File: config.mk
export PLATFORM = sky130hd
export DESIGN_NAME = iddrx8_word_aligner_flat
export DESIGN_NICKNAME = d
export VERILOG_FILES = /design/src/rtl/iddrx8_word_aligner_if.sv /design/src/rtl/iddrx8_word_aligner.sv /design/src/flat_wrapper.sv
export SDC_FILE = /design/constraint.sdc
export NUM_CORES = 1
export LEC_CHECK = 0
export ABC_AREA = 1
export CORE_AREA = 2 2 72 74
export DETAILED_ROUTE_END_ITERATION = 7
export DIE_AREA = 0 0 74 76
export PLACE_DENSITY = 0.67
export SYNTH_ARGS = -nofsm -noshare
export SYNTH_HDL_FRONTEND = slang
export SYNTH_SLANG_ARGS = --single-unit
File: constraint.sdc
create_clock -name SCLK -period 1.7 [get_ports SCLK]
set_input_delay 0.255 -clock SCLK [delete_from_list [all_inputs] [get_ports SCLK]]
set_output_delay 0.255 -clock SCLK [all_outputs]
set_load 0.03 [all_outputs]
File: src/rtl/iddrx8_word_aligner_if.sv
// iddrx8_word_aligner_if: gearbox-side bundle between the 1:16 deserializer and the word aligner
// Signals:
//   align_en   - enable search and monitoring (master -> slave)
//   rx_word    - gearbox parallel word, bit 0 earliest (master -> slave)
//   alignwd    - one-cycle slip request to the gearbox ALIGNWD (slave -> master)
//   locked     - alignment achieved (slave -> master)
//   fail       - slip budget exhausted without lock (slave -> master)
//   slip_count - slips issued in the current search (slave -> master)
//   data_out   - registered copy of rx_word (slave -> master)
//   data_valid - data_out is aligned payload (slave -> master)
interface iddrx8_word_aligner_if;
    logic        align_en;
    logic [15:0] rx_word;
    logic        alignwd;
    logic        locked;
    logic        fail;
    logic [4:0]  slip_count;
    logic [15:0] data_out;
    logic        data_valid;
    modport master (
        output align_en, rx_word,
        input  alignwd, locked, fail, slip_count, data_out, data_valid
    );
    modport slave (
        input  align_en, rx_word,
        output alignwd, locked, fail, slip_count, data_out, data_valid
    );
endinterface

File: src/rtl/iddrx8_word_aligner.sv
// iddrx8_word_aligner: slips the x8 gearbox word boundary until the training pattern is seen, then locks and monitors
// Ports:
//   SCLK - slow parallel clock shared with the gearbox
//   RSTB - synchronous active-high reset
//   bus  - iddrx8_word_aligner_if.slave (align_en, rx_word in; alignwd, locked, fail,
//          slip_count, data_out, data_valid out; all outputs registered)
module iddrx8_word_aligner #(
    parameter logic [15:0] TRAIN_PATTERN = 16'h00FF,
    parameter int unsigned MATCH_COUNT   = 4,
    parameter int unsigned LOSS_COUNT    = 8,
    parameter int unsigned SETTLE_CYCLES = 6,
    parameter int unsigned MAX_SLIPS     = 16
) (
    input logic SCLK,
    input logic RSTB,
    iddrx8_word_aligner_if.slave bus
);
    localparam logic [3:0] MC = 4'(MATCH_COUNT);
    localparam logic [3:0] LC = 4'(LOSS_COUNT);
    localparam logic [3:0] SC = 4'(SETTLE_CYCLES - 1);
    localparam logic [4:0] MS = 5'(MAX_SLIPS);

    typedef enum logic [2:0] {S_IDLE, S_CHECK, S_SLIP, S_WAIT, S_LOCKED, S_FAIL} state_t;

    state_t      r_state, w_state_nxt;
    logic [3:0]  r_match_cnt, w_match_nxt;
    logic [3:0]  r_loss_cnt, w_loss_nxt;
    logic [3:0]  r_wait_cnt, w_wait_nxt;
    logic [4:0]  r_slip_cnt, w_slip_nxt;
    logic        r_alignwd, r_locked, r_fail;
    logic        w_alignwd_nxt, w_locked_nxt, w_fail_nxt;
    logic [15:0] r_data;
    logic        w_match;

    assign w_match = bus.rx_word == TRAIN_PATTERN;

    always_ff @(posedge SCLK) begin
        if (RSTB) begin
            r_state     <= S_IDLE;
            r_match_cnt <= '0;
            r_loss_cnt  <= '0;
            r_wait_cnt  <= '0;
            r_slip_cnt  <= '0;
            r_alignwd   <= 1'b0;
            r_locked    <= 1'b0;
            r_fail      <= 1'b0;
            r_data      <= '0;
        end else begin
            r_state     <= w_state_nxt;
            r_match_cnt <= w_match_nxt;
            r_loss_cnt  <= w_loss_nxt;
            r_wait_cnt  <= w_wait_nxt;
            r_slip_cnt  <= w_slip_nxt;
            r_alignwd   <= w_alignwd_nxt;
            r_locked    <= w_locked_nxt;
            r_fail      <= w_fail_nxt;
            r_data      <= bus.rx_word;
        end
    end

    always_comb begin
        w_state_nxt = r_state;
        w_match_nxt = r_match_cnt;
        w_loss_nxt  = r_loss_cnt;
        w_wait_nxt  = r_wait_cnt;
        w_slip_nxt  = r_slip_cnt;
        if (!bus.align_en) begin
            w_state_nxt = S_IDLE;
            w_match_nxt = '0;
            w_loss_nxt  = '0;
            w_wait_nxt  = '0;
            w_slip_nxt  = '0;
        end else begin
            case (r_state)
                S_IDLE: begin
                    w_state_nxt = S_CHECK;
                    w_match_nxt = '0;
                    w_slip_nxt  = '0;
                end
                S_CHECK: begin
                    if (w_match) begin
                        w_match_nxt = r_match_cnt + 4'd1;
                        if (r_match_cnt + 4'd1 == MC) begin
                            w_state_nxt = S_LOCKED;
                            w_loss_nxt  = '0;
                        end
                    end else begin
                        w_match_nxt = '0;
                        w_state_nxt = (r_slip_cnt == MS) ? S_FAIL : S_SLIP;
                        // count the slip as the pulse is launched so slip_count and alignwd move together
                        if (r_slip_cnt != MS)
                            w_slip_nxt = (r_slip_cnt == 5'd31) ? r_slip_cnt : r_slip_cnt + 5'd1;
                    end
                end
                S_SLIP: begin
                    w_state_nxt = S_WAIT;
                    w_wait_nxt  = '0;
                end
                S_WAIT: begin
                    // rx_word is still the pre-slip word until the gearbox pipeline drains
                    w_state_nxt = (r_wait_cnt == SC) ? S_CHECK : S_WAIT;
                    w_wait_nxt  = r_wait_cnt + 4'd1;
                    w_match_nxt = '0;
                end
                S_LOCKED: begin
                    w_loss_nxt = w_match ? 4'd0 : r_loss_cnt + 4'd1;
                    if (!w_match && r_loss_cnt + 4'd1 == LC) begin
                        // re-search checks the current boundary before slipping again
                        w_state_nxt = S_CHECK;
                        w_loss_nxt  = '0;
                        w_match_nxt = '0;
                        w_slip_nxt  = '0;
                    end
                end
                S_FAIL: w_state_nxt = S_FAIL;
                default: w_state_nxt = S_IDLE;
            endcase
        end
    end

    // outputs are decoded from the next state so they register on the same edge as the transition
    always_comb begin
        w_alignwd_nxt = w_state_nxt == S_SLIP;
        w_locked_nxt  = w_state_nxt == S_LOCKED;
        w_fail_nxt    = w_state_nxt == S_FAIL;
    end

    assign bus.alignwd    = r_alignwd;
    assign bus.locked     = r_locked;
    assign bus.fail       = r_fail;
    assign bus.slip_count = r_slip_cnt;
    assign bus.data_out   = r_data;
    assign bus.data_valid = r_locked;
endmodule

File: src/flat_wrapper.sv
// flat-port wrapper written by rule: the top's interface ports become plain ports
module iddrx8_word_aligner_flat 
#(
    parameter logic [15:0] TRAIN_PATTERN = 16'h00FF,
    parameter int unsigned MATCH_COUNT   = 4,
    parameter int unsigned LOSS_COUNT    = 8,
    parameter int unsigned SETTLE_CYCLES = 6,
    parameter int unsigned MAX_SLIPS     = 16
)
  (SCLK, RSTB, bus_align_en, bus_rx_word, bus_alignwd, bus_locked, bus_fail, bus_slip_count, bus_data_out, bus_data_valid);
  iddrx8_word_aligner_if bus_i ();
  input logic SCLK;
  input logic RSTB;
  input wire logic [$bits(bus_i.align_en)-1:0] bus_align_en;
  input wire logic [$bits(bus_i.rx_word)-1:0] bus_rx_word;
  output wire logic [$bits(bus_i.alignwd)-1:0] bus_alignwd;
  output wire logic [$bits(bus_i.locked)-1:0] bus_locked;
  output wire logic [$bits(bus_i.fail)-1:0] bus_fail;
  output wire logic [$bits(bus_i.slip_count)-1:0] bus_slip_count;
  output wire logic [$bits(bus_i.data_out)-1:0] bus_data_out;
  output wire logic [$bits(bus_i.data_valid)-1:0] bus_data_valid;
  assign bus_i.align_en = bus_align_en;
  assign bus_i.rx_word = bus_rx_word;
  assign bus_alignwd = bus_i.alignwd;
  assign bus_locked = bus_i.locked;
  assign bus_fail = bus_i.fail;
  assign bus_slip_count = bus_i.slip_count;
  assign bus_data_out = bus_i.data_out;
  assign bus_data_valid = bus_i.data_valid;
  iddrx8_word_aligner #(.TRAIN_PATTERN(TRAIN_PATTERN), .MATCH_COUNT(MATCH_COUNT), .LOSS_COUNT(LOSS_COUNT), .SETTLE_CYCLES(SETTLE_CYCLES), .MAX_SLIPS(MAX_SLIPS)) u_core (.SCLK(SCLK), .RSTB(RSTB), .bus(bus_i));
endmodule
==> results.yml <==
timing:
  worst_pin_slew_ns: 0.338
  drv_slew: 0
  fin_setup_tns_ns: 0
  fin_worst_skew_ns: 0.00599
  setup-violations-final: 0
  slew_headroom_pct: 77.4
  hold_ws_ns: 0.471
  post-route-min-period_ns: 1.63
  fin_crit_sh_pct: 96.2
  fmax_mhz: 612
  final_hold_viol_count: 0
die:
  fp.dieH_um: 76
  start_util_pct: 38.6
  fp.coreArea_mm2: 0.00491
  dieArea_mm2: 0.00562
  floorplan.die.width_um: 74
  num_rows: 26
  io_pins: 44
setup_path:
  r2r_end: "u_core.bus.slip_count[1]$_SDFFE_PP0P_"
  worstReg2RegStart: "u_core.bus.slip_count[0]$_SDFFE_PP0P_"
  rr_worst_depth: 10
  worst_setup_path_end_kind: "output pin"
  crit_type: "reg -> out"
  cp_slowest_stage_delay_ns: 0.69
  cp_cell_sequence: "clkdlybuf4s50_1"
  crit_required_ns: 1.44
  cp.depth: 1
  crit_fanout: 4
  cp_top_family: "buffers and inverters"
  crit_path_end: "bus_slip_count[4]"
  startpoint_type: "flop"
  cpMaxStageDelayCell: "clkdlybuf4s50_1"
  worstSetupStartpoint: "u_core.bus.slip_count[4]$_SDFFE_PP0P_"
  cp_data_arrival_time_ns: 1.38
  cp_num_buf_inv: 1
  reg2reg_setup_slack_ns: 0.13
logic_synthesis:
  yosys.area.top_type: "dfxtp_1"
  syn-instance-count: 271
  yosys_warnings: 0
  synth_seq_area_share_pct: 41.2
  yosys_register_bits: 39
  avgSynthCellArea_um2: 7.00
  synth_cell_types: 25
  mappedNetlistArea_mm2: 0.00190
  synth_area_leaders: "dfxtp_1, inv_1, nand2_1, nor2_1, ha_1"
  synth_nets: 298
  yosys.area.top_type_share_pct: 41.2
power:
  switching_share_pct: 24.6
  p_clk_share_pct: 38.5
  peakVddDrop_mv: 0.380
  power_leakage_nw: 1.20
  power_density_mw_per_mm2: 760
  combPwrFrac_pct: 13.3
  p_seq_share_pct: 48.2
  power_w: 0.00198
  p_int_w: 0.00149
  power_switching_w: 0.000487
place:
  numPortBuffers: 43
  place.gp.congestion: 0.810
  placed_cell_area_mm2: 0.00246
  hpwlAfterDp_um: 3120
grt:
  grt_pass1_vias: 1652
  antenna_found_initial: 0
  grt_max_degree: 17
  grt_first_pass_wirelength_um: 6790
  grt_usage_pct: 15.1
  grt_overflow_total: 0
clock_tree:
  clockBufferDepth: 2
  cts_made_buffers: 5
  clk_latency_ns: 0.29
  cts_max_level: 2
  clock_sinks: 39
  cts_tree: "yes"
  cts_root_buffer: "clkbuf_8"
  clk_pin_slew_ns: 0.07
detailed_routing:
  drt.antenna.violating_nets: 0
  vias: 1747
  drt_iter0_markers: 52
  viasPerCell: 4.40
  wl_um: 3890
  drc: 0
  wl_per_cell_um: 9.80
  dr.pass1.iters: 4
layout:
  antenna_cells: 0
  drive_above_1_share_pct: 12.8
  design_area_mm2: 0.00261
  fillerInstances: 488
  fin_nets: 353
  area_growth_pct: 37.3
  final_core_utilization_pct: 53.0
flow_run:
  max_cap_violations: 0
hold_path:
  hp-class: "reg -> reg"
run_status:
  status: "complete, no violations"
==> routing by layer <==
layer | wire, um | global-route usage, % | up-vias
met4 | 41 | 3.82 | 0
met3 | 312 | 7.28 | 5
met1 | 1730 | 17.8 | 751
met2 | 1810 | 24.4 | 50
met5 | 0 | 0 | -
li1 | - | - | 941
==> cells in the final DEF, fill, tap and decap left out, types with 6 or more instances in the layout <==
| cell | count |
|---|---|
| inv_1 | 52 |
| nand3_1 | 17 |
| nand4_1 | 6 |
| nand2_1 | 49 |
| buf_4 | 9 |
| nor2_1 | 48 |
| a21oi_1 | 13 |
| ha_1 | 7 |
| clkdlybuf4s50_1 | 42 |
| dfxtp_1 | 35 |
==> worst min path at each step <==
stage / from / to / slack [ns] / depth (start not counted)
4_1_cts: u_core.r_match_cnt[3]$_SDFFE_PP0P_ / u_core.r_match_cnt[3]$_SDFFE_PP0P_ / 0.48 / 2
3_3_place_gp: u_core.r_match_cnt[3]$_SDFFE_PP0P_ / u_core.r_match_cnt[3]$_SDFFE_PP0P_ / 0.47 / 2
3_5_place_dp: u_core.r_match_cnt[3]$_SDFFE_PP0P_ / u_core.r_match_cnt[3]$_SDFFE_PP0P_ / 0.47 / 2
5_1_grt: u_core.r_match_cnt[3]$_SDFFE_PP0P_ / u_core.r_match_cnt[3]$_SDFFE_PP0P_ / 0.50 / 2
2_1_floorplan: bus_rx_word[0] / u_core.bus.data_out[0]$_SDFF_PP0_ / 0.36 / 2
6_report: u_core.r_match_cnt[3]$_SDFFE_PP0P_ / u_core.r_match_cnt[3]$_SDFFE_PP0P_ / 0.47 / 2
==> cell usage after synthesis <==
| cell type | count |
|---|---|
| nand2_4 | 3 |
| clkbuf_1 | 3 |
| nor3b_1 | 3 |
| a2bb2oi_1 | 1 |
| nand2_2 | 5 |
| nor2_8 | 1 |
| inv_2 | 2 |
| nor2_1 | 49 |
| nor2_4 | 2 |
| xor2_1 | 1 |
| dfxtp_1 | 39 |
| a21oi_1 | 13 |
| o21ai_0 | 5 |
| inv_4 | 1 |
| nand3_1 | 18 |
| nor3_1 | 1 |
| a211oi_1 | 1 |
| inv_1 | 52 |
| o21ai_2 | 1 |
| o21ai_1 | 4 |
| nand3_2 | 1 |
| nand2_1 | 50 |
| buf_4 | 1 |
| ha_1 | 8 |
| nand4_1 | 6 |
==> through the flow <==
| stage | std cells | setup WS, ns |
|---|---|---|
| 3_5_place_dp | 388 | -0.174 |
| 2_1_floorplan | 271 | 0.0636 |
| 4_1_cts | 396 | 0.0188 |
| 6_report | 397 | 0.0651 |
| 3_3_place_gp | 388 | -0.118 |
| 5_1_grt | 397 | -0.00299 |
==> timing repair <==
item,4_1_cts,5_1_grt
gates resized for setup,0,12
endpoints found under the setup margin,0,16
hold buffers,0,0
setup buffers,0,1
==> kinds of logic after synthesis <==
family | count (synthesis) | share of synthesized area [%]
and+or+nand+nor | 139 | 34.0
buffers and inverters | 59 | 12.0
DFF | 39 | 41.2
AOI/OAI and AO/OA | 25 | 7.12
adders and majority gates | 8 | 5.28
xor gates and xnor gates | 1 | 0.462
==> sequential cells by signal, indices dropped and copies added (netlist names) <==
| name | cells |
|---|---|
| u_core.bus.alignwd | 1 |
| u_core.bus.data_out | 16 |
| u_core.bus.data_valid | 1 |
| u_core.bus.fail | 1 |
| u_core.bus.slip_count | 5 |
| u_core.r_loss_cnt | 4 |
| u_core.r_match_cnt | 4 |
| u_core.r_state | 3 |
| u_core.r_wait_cnt | 4 |
==> final cells by class <==
type	count	area [um2]	share of cell area, %
Sequential cell	39	786	30.2
Multi-Input combinational cell	173	910	34.9
Tap cell	70	87.6	3.36
Inverter	55	209	8.02
Timing Repair Buffer	52	500	19.2
Clock buffer	5	68.8	2.64
Clock inverter	3	43.8	1.68
==> power by group through the flow <==
stage	Combinational, W	Sequential, W	Clock, W
final	0.000264	0.000955	0.000762
after global routing	0.000291	0.000958	0.000828
after CTS	0.000263	0.000954	0.000785
after detailed placement	0.000262	0.000976	0
after global placement	0.000260	0.000975	0
after floorplan	0.0000996	0.00102	0
Note: power is estimated with default switching activity, not from simulation.
==> variant (same flow settings) <==
Reset style: asynchronous (`RSTB`), changed in one clocked block. Comments in the files are not updated.
--- a/src/rtl/iddrx8_word_aligner.sv
+++ b/src/rtl/iddrx8_word_aligner.sv
@@ -36,3 +36,3 @@
 
-    always_ff @(posedge SCLK) begin
+    always_ff @(posedge SCLK or posedge RSTB) begin
         if (RSTB) begin
Formal check against the unedited RTL: differs if RSTB is asserted again (counterexample within 4 cycles, from zero or initial values and one cycle with RSTB high); with RSTB held inactive, the same outputs for 10 cycles.
==> variant against the original RTL <==
Setup slack better by 0.064 ns; first-iteration DRC count down 17%; final area up 3.0%; critical path type is now reg2reg; synthesized area up 3.7%; critical endpoint is now u_core.bus.slip_count[3]; die area unchanged; fmax up 4.1%; highest routed layer unchanged; sequential power up 2%; utilization up 1.6 points; routed wire length up 0.33%; sequential cell count unchanged; power down 1.3%.
==> variant: results (changes against the original RTL) <==
| Metric | Value |
|---|---|
| Multi-input gates | `151 (was 173)` |
| All-Layer GR Usage | `15.5% (was 15.1%)` |
| Fraction of area in multi-input gates | `32.6% (was 34.9%)` |
| Multi-input gate area in the final layout | `876 sq um (was 910 sq um)` |
| Synth Net Count | `250 (was 298)` |
| Vias in the first global route | `1,541 (was 1,652)` |
| Clk power | `687 uW (was 762 uW)` |
| Reg2Reg Capture Point | `u_core.bus.slip_count[3] (was u_core.bus.slip_count[1])` |
| Power consumed by sequential cells | `973 uW (was 955 uW)` |
| Setup crit end | `u_core.bus.slip_count[3] (was bus_slip_count[4])` |
| Clkbuf count | `7 (was 5)` |
| Drt via density | `4.61 (was 4.40)` |
| Seq pwr share | `49.8% (was 48.2%)` |
| Worst Tran Pin Value | `0.485 ns (was 0.338 ns)` |
| Sw Share | `26.1% (was 24.6%)` |
| Hold Slack | `0.364 ns (was 0.471 ns)` |
| Met2 GRT Util | `24.2% (was 24.4%)` |
| Status | `completed (unchanged)` |
| Clock period minus worst slack | `1.57 ns (was 1.63 ns)` |
| Placed cell count | `342 (was 388)` |
| Yosys cell types | `31 (was 25)` |
| Post_cts resized | `2 (was 0)` |
| Crit path DAT | `1.76 ns (was 1.38 ns)` |
| Family with the most delay on the worst path | `simple AND/OR/NAND/NOR gates (was buffers and inverters)` |
| Placed Area | `2540 sq um (was 2460 sq um)` |
| Largest cells by area after synthesis | `dfrtp_1 50%, nand2_1 9.2%, ha_1 5.1%, inv_1 4.4%, nor2_1 4.4% (was dfxtp_1 41%, inv_1 10%, nand2_1 9.9%, nor2_1 9.7%, ha_1 5.3%)` |
| Signal inverters | `30 (was 55)` |
| Critical-path top delay cell | `dfrtp_1 (was clkdlybuf4s50_1)` |
| Leak pwr | `1.30 nW (was 1.20 nW)` |
| List of most frequent post-synthesis cells | `48 x nand2_1, 39 x dfrtp_1, 23 x inv_1, 23 x nor2_1, 17 x nand3_1 (was 52 x inv_1, 50 x nand2_1, 49 x nor2_1)` |
| Worst Skew | `0.00402 ns (was 0.00599 ns)` |
| Nets@finish | `309 (was 353)` |
| Synth Flop Type | `dfrtp_1 (was dfxtp_1)` |
| First-pass GRT wire length | `6820 microns (was 6790 microns)` |
| Layout cells sized above 1 | `19.1% (was 12.8%)` |
| Final cell count without fillers | `353 (was 397)` |
| Seq/Total Area, Yosys | `49.6% (was 41.2%)` |
| Global Route met3 Usage | `4.89% (was 7.28%)` |
| Number of signal-net buffers in the layout | `55 (was 52)` |
| Critical Path Max Stage Delay | `0.44 ns (was 0.69 ns)` |
## variant: changes by cell type after synthesis, sizes merged, moves of 3 or more
| cell | unedited run | this run |
|---|---|---|
| dfxtp | 39 | 0 |
| nor2 | 52 | 27 |
| dfrtp | 0 | 39 |
| a21oi | 13 | 5 |
| o21ai | 10 | 14 |
| inv | 55 | 29 |
| nor3b | 3 | 0 |
| nand4 | 6 | 9 |
## variant: cell families (layout without fill, tap and decap cells)
group                    count (synthesis)  in the layout  synth area share [%]
buffers and inverters                   33             93                  6.55
XOR/XNOR                                 4              4                  1.78
AND/OR/NAND/NOR                        114            114                  28.4
adder cells (fa/ha/maj)                  8              8                  5.09
AO/OA/AOI/OAI                           25             25                  8.59
flip-flops                              39             39                  49.6
## variant: layer usage
layer | share of wire (%) | up-vias
li1 | - | 837
met1 | 47 | 733
met2 | 44 | 49
met3 | 6.6 | 7
met4 | 1.8 | 0
met5 | 0 | -
